**config.mk**
```make
export PLATFORM = sky130hd
export DESIGN_NAME = led_sequence_ctrl
export DESIGN_NICKNAME = d
export VERILOG_FILES = /design/src/rtl/led_seq_pkg.sv /design/src/rtl/led_tick_gen.sv /design/src/rtl/led_sequence_ctrl.sv
export SDC_FILE = /design/constraint.sdc
export NUM_CORES = 1
export LEC_CHECK = 0
export ABC_AREA = 0
export CAP_MARGIN = 20
export CORE_MARGIN = 2
export CORE_UTILIZATION = 45
export DETAILED_ROUTE_END_ITERATION = 12
export PLACE_DENSITY = 0.71
export SYNTH_ARGS = -nofsm -noshare
export SYNTH_HDL_FRONTEND = slang
export SYNTH_SLANG_ARGS = --single-unit
```
**constraint.sdc**
```tcl
create_clock -name clk -period 4.45 [get_ports clk]
set_input_delay 0.6675 -clock clk [delete_from_list [all_inputs] [get_ports clk]]
set_output_delay 0.6675 -clock clk [all_outputs]
set_load 0.01 [all_outputs]
```
**src/rtl/led_seq_pkg.sv**
```systemverilog
// Shared types and constants for the LED sequencing controller.
package led_seq_pkg;

    typedef enum logic [2:0] {
        OFF,
        SEED,
        PH_A,
        PH_B,
        SWITCH
    } seq_state_t;

    localparam logic [1:0] MODE_OFF  = 2'b00;
    localparam logic [1:0] MODE_R1   = 2'b01;
    localparam logic [1:0] MODE_R2   = 2'b10;
    localparam logic [1:0] MODE_AUTO = 2'b11;

    localparam int unsigned DEF_TICK_DIV = 12_500_000;
    localparam int unsigned DEF_R1_STEPS = 8;
    localparam int unsigned DEF_R2_FILL  = 13;
    localparam int unsigned DEF_R2_CLEAR = 27;

    function automatic int unsigned max3(input int unsigned a,
                                         input int unsigned b,
                                         input int unsigned c);
        int unsigned m;
        m = (a > b) ? a : b;
        return (m > c) ? m : c;
    endfunction

endpackage

```
**src/rtl/led_tick_gen.sv**
```systemverilog
// Step-rate divider: counts 0..TICK_DIV-1 while not held, tick flags the wrap cycle.
module led_tick_gen
    import led_seq_pkg::*;
#(
    parameter int unsigned TICK_DIV = DEF_TICK_DIV
) (
    input  logic clk,
    input  logic rst,
    input  logic clr,
    input  logic hold,
    output logic tick
);

    localparam int unsigned    CW   = (TICK_DIV > 2) ? $clog2(TICK_DIV) : 1;
    localparam logic [CW-1:0]  LAST = CW'(TICK_DIV - 1);

    logic [CW-1:0] r_cnt;

    assign tick = !clr && !hold && (r_cnt == LAST);

    always_ff @(posedge clk) begin
        if (rst || clr) begin
            r_cnt <= '0;
        end else if (!hold) begin
            r_cnt <= (r_cnt == LAST) ? '0 : r_cnt + CW'(1);
        end
    end

endmodule

```
**src/rtl/led_sequence_ctrl.sv**
```systemverilog
// Sequencing controller for the 27-LED datapath: strobe, phase counting, auto rule switching.
// Optional `pause` input is enabled by defining LED_SEQ_PAUSE_EN.
module led_sequence_ctrl
    import led_seq_pkg::*;
#(
    parameter int unsigned TICK_DIV = DEF_TICK_DIV,
    parameter int unsigned R1_STEPS = DEF_R1_STEPS,
    parameter int unsigned R2_FILL  = DEF_R2_FILL,
    parameter int unsigned R2_CLEAR = DEF_R2_CLEAR
) (
    input  logic       clk,
    input  logic       rst,
    input  logic [1:0] mode_sel,
    input  logic       run,
    output logic [1:0] dp_mode,
    output logic       dp_en,
    output logic       dp_rst,
    output logic       dp_lr,
    output logic       dp_sw,
    output logic       dp_auto_rst
`ifdef LED_SEQ_PAUSE_EN
    ,
    input  logic       pause
`endif
);

    localparam int unsigned        STEP_W = $clog2(max3(R1_STEPS, R2_FILL, R2_CLEAR) + 1);
    localparam logic [STEP_W-1:0]  N_R1   = STEP_W'(R1_STEPS);
    localparam logic [STEP_W-1:0]  N_R2F  = STEP_W'(R2_FILL);
    localparam logic [STEP_W-1:0]  N_R2C  = STEP_W'(R2_CLEAR);

    seq_state_t        r_state, w_next;
    logic [1:0]        r_msel, r_dp_mode, w_mode;
    logic [STEP_W-1:0] r_step, w_step, w_n_a, w_n_b;
    logic              r_dp_en, r_dp_rst, r_dp_lr, r_dp_sw, r_dp_auto_rst;
    logic              w_en, w_rst_p, w_lr, w_sw, w_auto;
    logic              w_clr, w_hold, w_tick, w_pause, w_rule2;

`ifdef LED_SEQ_PAUSE_EN
    assign w_pause = pause;
`else
    assign w_pause = 1'b0;
`endif

    // SEED counts too, so the first strobe lands exactly TICK_DIV cycles after dp_rst.
    assign w_hold = w_pause || !run ||
                    !((r_state == SEED) || (r_state == PH_A) || (r_state == PH_B));

    led_tick_gen #(
        .TICK_DIV (TICK_DIV)
    ) u_tick (
        .clk  (clk),
        .rst  (rst),
        .clr  (w_clr),
        .hold (w_hold),
        .tick (w_tick)
    );

    assign w_rule2 = (r_dp_mode == MODE_R2) || ((r_dp_mode == MODE_AUTO) && r_dp_sw);
    assign w_n_a   = w_rule2 ? N_R2F : N_R1;
    assign w_n_b   = w_rule2 ? N_R2C : N_R1;

    always_comb begin
        w_next  = r_state;
        w_mode  = r_dp_mode;
        w_step  = r_step;
        w_lr    = r_dp_lr;
        w_sw    = r_dp_sw;
        w_en    = 1'b0;
        w_rst_p = 1'b0;
        w_auto  = 1'b0;
        w_clr   = 1'b0;
        if (w_pause) begin
            w_next = r_state;
        end else if (r_msel != r_dp_mode) begin
            // Covers OFF exit too: dp_mode is always 00 while OFF.
            w_clr  = 1'b1;
            w_step = '0;
            w_lr   = 1'b0;
            w_sw   = 1'b0;
            w_mode = r_msel;
            if (r_msel == MODE_OFF) begin
                w_next = OFF;
            end else begin
                w_next  = SEED;
                w_rst_p = 1'b1;
            end
        end else begin
            case (r_state)
                OFF:  w_next = OFF;
                SEED: w_next = PH_A;
                PH_A: begin
                    if (r_step == w_n_a) begin
                        w_next = PH_B;
                        w_step = '0;
                        w_lr   = 1'b1;
                    end else if (w_tick) begin
                        w_en   = 1'b1;
                        w_step = r_step + STEP_W'(1);
                    end
                end
                PH_B: begin
                    if (r_step == w_n_b) begin
                        w_step = '0;
                        if (r_dp_mode == MODE_AUTO) begin
                            // Entering Rule 2 (sw 0->1) reseeds with lr=0, entering Rule 1 with lr=1.
                            w_next = SWITCH;
                            w_sw   = !r_dp_sw;
                            w_lr   = r_dp_sw;
                            w_auto = 1'b1;
                        end else begin
                            w_next = PH_A;
                            w_lr   = 1'b0;
                        end
                    end else if (w_tick) begin
                        w_en   = 1'b1;
                        w_step = r_step + STEP_W'(1);
                    end
                end
                SWITCH: begin
                    w_next = PH_A;
                    w_lr   = 1'b0;
                end
                default: w_next = OFF;
            endcase
        end
    end

    always_ff @(posedge clk) begin
        if (rst) begin
            r_state       <= OFF;
            r_msel        <= MODE_OFF;
            r_dp_mode     <= MODE_OFF;
            r_step        <= '0;
            r_dp_en       <= 1'b0;
            r_dp_rst      <= 1'b0;
            r_dp_lr       <= 1'b0;
            r_dp_sw       <= 1'b0;
            r_dp_auto_rst <= 1'b0;
        end else begin
            r_state       <= w_next;
            r_msel        <= mode_sel;
            r_dp_mode     <= w_mode;
            r_step        <= w_step;
            r_dp_en       <= w_en;
            r_dp_rst      <= w_rst_p;
            r_dp_lr       <= w_lr;
            r_dp_sw       <= w_sw;
            r_dp_auto_rst <= w_auto;
        end
    end

    assign dp_mode     = r_dp_mode;
    assign dp_en       = r_dp_en;
    assign dp_rst      = r_dp_rst;
    assign dp_lr       = r_dp_lr;
    assign dp_sw       = r_dp_sw;
    assign dp_auto_rst = r_dp_auto_rst;

endmodule

```
# Yosys cells after proc, flatten, opt, wreduce, memory -nomap -nowiden
# Cells that the tools add are included.
totals:
  mem_bits_ro: 0
  input_bits: 5
  out_inout_bits: 7
  mem_bits_rw: 0
  register_bits: 41
  latch_bits: 0
  n_memories: 0
op_classes:
  n_mux: 24
  bitwise: 3
  magnitude_cmp: 0
  addsub: 2
  mul: 0
  shift: 0
  n_div: 0
  n_eq_ne: 14
  reduce_logical: 23
op_table:
  columns: ["op", "count"]
  rows:
  - ["adder 24 x 1 -> 24 bit, second input constant", 1]
  - ["== test 24 bit, second input constant", 1]
  - ["two-way mux 24 bit", 1]
  - ["two-way mux 5 bit", 4]
  - ["two-way mux 3 bit", 5]
  - ["two-way mux 1 bit", 10]
  - ["one-hot mux 5 bit (2 select lines)", 1]
  - ["one-hot mux 3 bit (3 select lines)", 1]
  - ["== test 3 x 2 -> 1 bit, second input constant", 2]
  - ["inequality test 3 x 1 -> 1 bit, second input constant", 2]
  - ["AND reduction 3 bit", 2]
  - ["OR reduction 2 bit", 3]
  - ["adder 5 x 1 -> 5 bit, second input constant", 1]
  - ["== test 5 x 4 -> 1 bit", 1]
  - ["== test 5 bit", 1]
  - ["logical NOT 1 bit", 5]
  - ["logical OR 1 bit", 5]
  - ["== test 2 bit, second input constant", 2]
  - ["inequality test 2 x 1 -> 1 bit, second input constant", 2]
  - ["OR reduction 4 bit", 1]
  - ["== test 3 x 1 -> 1 bit, second input constant", 1]
  - ["== test 3 bit, second input constant", 1]
  - ["logical AND 1 bit", 3]
  - ["inverter 1 bit", 3]
  - ["other kinds (7)", 7]

# Logic depth before layout (Yosys ltp)
logic_depth:
  word_depth: 11
  depth_mapped: 7
  ltp_nobuf: 6

# Modules after synthesis
# A second synthesis with hierarchy kept.
unflattened:
  hier_cells: 234
  area_unflattened_um2: 2069.5
modules_own_cells:
  columns: ["module", "cells_each", "instances", "area_per_inst_um2"]
  rows:
  - ["led_tick_gen", 146, 1, 1257.5]
  - ["led_sequence_ctrl", 88, 1, 812.0]

# Worst setup path before layout
# No wires, ideal clock.
synth_path:
  kind: "input to register"
  from: "input run"
  to: "register r_step[1]"
  path_buffers: 0
  setup_ns: 0.129
  arrival_ns: 1.791
  path_slack_ns: 2.530
  path_stages: 5
  required_ns: 4.321
  cell_sequence: "nand2b_4 > or4b_4 > nor3_4 > mux2i_1 > nor2_1"
synth_between:
  elab_chain_len: 8
  elab_cells_between_ends: 9
synth_lines:
  columns: ["item", "line_no", "source"]
  rows:
  - ["start, declared", "led_sequence_ctrl.sv:14", "input logic run,"]
  - ["logical NOT 1 bit *", "led_sequence_ctrl.sv:46", "assign w_hold = w_pause || !run ||"]
  - ["logical OR 1 bit *", "led_sequence_ctrl.sv:46", null]
  - ["logical NOT 1 bit *", "led_tick_gen.sv:19", "assign tick = !clr && !hold && (r_cnt == LAST);"]
  - ["logical AND 1 bit * (2 in a row)", "led_tick_gen.sv:19", null]
  - ["two-way mux 5 bit *", null, null]
  - ["two-way mux 5 bit (on tied branches)", null, null]
  - ["one-hot mux 5 bit (2 select lines) *", null, null]
  - ["end signal, assigned", "led_sequence_ctrl.sv:144", "r_step <= w_step;"]
  - ["end, declared", "led_sequence_ctrl.sv:34", "logic [STEP_W-1:0] r_step, w_step, w_n_a, w_n_b;"]
# Every way passes the cells marked *; elsewhere a longest branch is shown, timed or not.
# A chain may end at the register's enable or synchronous reset.

# Worst setup path after layout
layout_path:
  from: "input run"
  to: "register u_tick.r_cnt[9]"
layout_between:
  elab_chain_len: 2
layout_lines:
  columns: ["item", "line_no", "source"]
  rows:
  - ["logical NOT 1 bit", "led_sequence_ctrl.sv:46", null]
  - ["logical OR 1 bit", "led_sequence_ctrl.sv:46", null]
  - ["end signal, assigned", "led_tick_gen.sv:25", "r_cnt <= (r_cnt == LAST) ? '0 : r_cnt + CW'(1);"]
  - ["end, declared", "led_tick_gen.sv:17", "logic [CW-1:0] r_cnt;"]
# No other way between the ends.

==> summary.md <==
| Metric | Value |
|---|---|
| Number of global-route vias before repair | `1,369` |
| Area Growth Syn to Fin | `13.7%` |
| Worst slew pin tran | `0.904 ns` |
| Simple-gate area share of the yosys netlist | `0.331` |
| Synth cell count leaders | `dfxtp_1 (41), nor2_1 (34), xor2_1 (19)` |
| Leading area contributor after synthesis | `dfxtp_1` |
| Clk_skew | `0.00349 ns` |
| Share of layout cells above drive strength 1 | `0.0783` |
| Fraction of the cycle the final worst path needs | `0.567` |
| Pre-CTS setup slack | `1.60 ns` |
| Post-synthesis sequential area ratio | `0.426` |
| Fin. Hold Viols | `0` |
| Avg Inst Size Synth | `approximately 8.9 sq um` |
| R2R Setup Slk | `2.22 ns` |
| Area of the multi-input gates | `0.00107 sq mm` |
| Maximum clock path buffer count | `2` |
| Total track usage | `0.155` |
| First-pass GRT wire length | `6110 um` |
| Nets | `between 200 and 250` |
| Most frequent cell after synthesis | `dfxtp_1` |
| Ant diodes | `0` |
| Startpoint types | `input port` |
| Max H-tree Level | `2` |
| Hold path depth | `2` |
| Synth Warn # | `0` |
| CTS Buf Count | `5` |
| RSZ-0062 raised after global routing | `no` |
| Minimum clock period | `around 2.5 ns` |
| Die ar. | `between 0.004 and 0.005 sq mm` |
| Io pins | `12` |
| ANT nets after route | `0` |
| # Post-CTS Setup Buffers | `0` |
| Synth cell types | `39` |
| CTS Root Cell | `clkbuf_8` |
| Fillers | `376` |
| Max Clk Rate | `396 MHz` |
| #FFs+latches synth | `41` |
| Final Wtd Congestion | `0.796` |
| Hold Path Origin | `dp_lr$_SDFFE_PP0P_` |
| DR WL/cell | `12.5 um` |
| # Max-Cap Violations | `0` |
| CP endpoint kind | `flip-flop` |
| Largest family of logic cells by synthesized area | `simple AND/OR/NAND/NOR gates` |
| # setup viols final | `0` |
| Placement-stage cell area | `~0.0021 sq mm` |
| R2r worst-path depth | `5` |
| Number of synthesized flops with an enable pin | `0` |
| Post-Syn Area | `0.00193 sq mm` |
| Top post-synthesis cells by area | `dfxtp_1 (43%), xor2_1 (8.6%), nor2_1 (6.6%)` |
| Drt pass-1 iters | `4` |
| Async SR Flop Fraction | `0` |
| Post_cts resized | `0` |
| Port-buffer cells | `11` |
| Fraction of synthesized area in multiplexers | `0.00519` |
| Reg area | `a little over 800 sq um` |
| Critical path required time | `about 4.6 ns` |
| PD cells | `329 mW/mm^2` |
| Largest net degree at the start of global routing | `24` |
| Die Height | `69.5 um` |
| Adder-cell area share of the yosys netlist | `0.0130` |
| Setup_tns | `0 ns` |
| Post-synthesis compound-gate area fraction | `0.0727` |
| CTS Hold Bufs | `0` |
| Post-Synth XOR/XNOR Area | `0.132` |
| RR Startpoint | `u_tick.r_cnt[0]$_SDFFE_PP0N_` |
| Routed wire length | `3510 um` |
| Peak VDD IR | `approximately 0.15 mV` |
| FF-to-FF End | `u_tick.r_cnt[9]$_SDFFE_PP0N_` |
| Hold slack | `approximately 0.47 ns` |
| Rows | `23` |
| Initial drt markers | `84` |
| Predominant post-synthesis flop cell | `dfxtp_1` |
| Worst-path fanout max | `23` |
| Net Count, Synth | `224` |
| Clk Latency, worst-skew pair | `0.29 ns` |
| Status | `complete, no violations` |
| Finished layout cell area | `0.00219 sq mm` |
| Starting Density | `0.475` |
| CTS tree | `built` |
| Via count | `1,523` |
| Clock sink total | `41` |
| Initial antenna violation count | `0` |
| Core area | `slightly above 0.004 sq mm` |
| Die X-Extent | `69.5 um` |
| Leakage power | `0.743 nW` |
| DRC | `0` |
| Vias per cell | `5.44` |
| Global route total overflow | `0` |
| CP Data Arrival Time | `2.67 ns` |
| Setup Crit Path Kind | `input port to flip-flop` |
| Clock Pin Slew Worst Setup and Hold Paths | `0.08 ns` |
| Cells after Synth | `between 200 and 250` |
| Worst hold path endpoint | `dp_lr$_SDFFE_PP0P_` |
| Final max-slew violation count | `0` |
| Max_slew headroom | `0.397` |
| Synth top area share | `0.426` |
| Worst path setup slack after routing | `1.92 ns` |
| DP Wirelength | `2470 um` |
| Hold crit path type | `flip-flop to flip-flop` |
[power breakdown]
| group | total [W] | leakage [nW] | internal [W] | switching (W) |
|---|---|---|---|---|
| Combinational | 0.0000357 | 0.353 | 0.0000143 | 0.0000214 |
| Clock | 0.000310 | 0.0585 | 0.000183 | 0.000127 |
| Sequential | 0.000375 | 0.332 | 0.000370 | 0.00000480 |
| Total | 0.000720 | 0.743 | 0.000568 | 0.000153 |
[worst max-delay path: stages]
cell             delay, ns
clkdlybuf4s50_1       0.51
nand2b_4              0.08
or4b_4                0.57
o21ai_2               0.72
nor2_1                0.12
[per-layer routing]
| metal | wire [um] | share of wire | GRT usage | up-vias |
|---|---|---|---|---|
| met3 | 83 | 0.024 | 0.0349 | 4 |
| met2 | 1660 | 0.47 | 0.263 | 16 |
| met1 | 1710 | 0.49 | 0.188 | 720 |
| li1 | - | - | - | 783 |
| met4 | 55 | 0.016 | 0.0654 | 0 |
| met5 | 0 | 0 | 0 | - |
[through the flow]
step | std cells | util | total power [W]
after detailed placement | 272 | 0.512 | 0.000420
after floorplan | 217 | - | 0.000408
after global routing | 280 | 0.540 | 0.000744
after global placement | 272 | 0.512 | 0.000420
final | 280 | 0.540 | 0.000720
after CTS | 280 | 0.540 | 0.000729
[worst max-delay path by stage]
stage / from / to / slack (ns)
final: run / u_tick.r_cnt[9]$_SDFFE_PP0N_ / 1.92
after CTS: run / u_tick.r_cnt[9]$_SDFFE_PP0N_ / 1.92
after global routing: run / u_tick.r_cnt[9]$_SDFFE_PP0N_ / 1.79
after floorplan: run / r_step[1]$_SDFFE_PP0P_ / 2.53
after global placement: run / u_tick.r_cnt[21]$_SDFFE_PP0N_ / 1.62
after detailed placement: run / u_tick.r_cnt[7]$_SDFFE_PP0N_ / 1.60
[final cells by class]
type,count,area share
Clock buffer,7,0.0394
Clock inverter,1,0.0137
Inverter,4,0.00685
Multi-Input combinational cell,166,0.487
Sequential cell,41,0.374
Tap cell,50,0.0285
Timing Repair Buffer,11,0.0502
[flip-flops by register name, indices dropped and copies added (netlist names), 2 cells and up]
signal        flops
r_msel            2
u_tick.r_cnt     24
r_step            5
r_state           3
dp_mode           2
[cells in the final DEF, fill, tap and decap left out, types with 3 or more instances in the layout]
| cell | netlist | layout |
|---|---|---|
| xnor2_1 | 10 | 10 |
| nor2b_1 | 7 | 7 |
| inv_1 | 4 | 4 |
| xor2_1 | 19 | 19 |
| nor2_1 | 34 | 34 |
| nand3_1 | 14 | 14 |
| clkdlybuf4s50_1 | 0 | 11 |
| dfxtp_1 | 41 | 41 |
| nand4_1 | 10 | 10 |
| o21ai_0 | 6 | 6 |
| clkbuf_8 | 0 | 6 |
| nand2_1 | 13 | 13 |
| a21oi_1 | 5 | 5 |
| and4_1 | 6 | 6 |
| nor3_1 | 3 | 3 |
| and3_1 | 7 | 7 |
[cells by family after synthesis]
group	after synthesis
muxes	1
DFF	41
adders and majority gates	2
AOI/OAI and AO/OA	21
xor gates and xnor gates	29
buffers and inverters	10
and+or+nand+nor	113
Note: power is estimated with default switching activity, not from simulation.
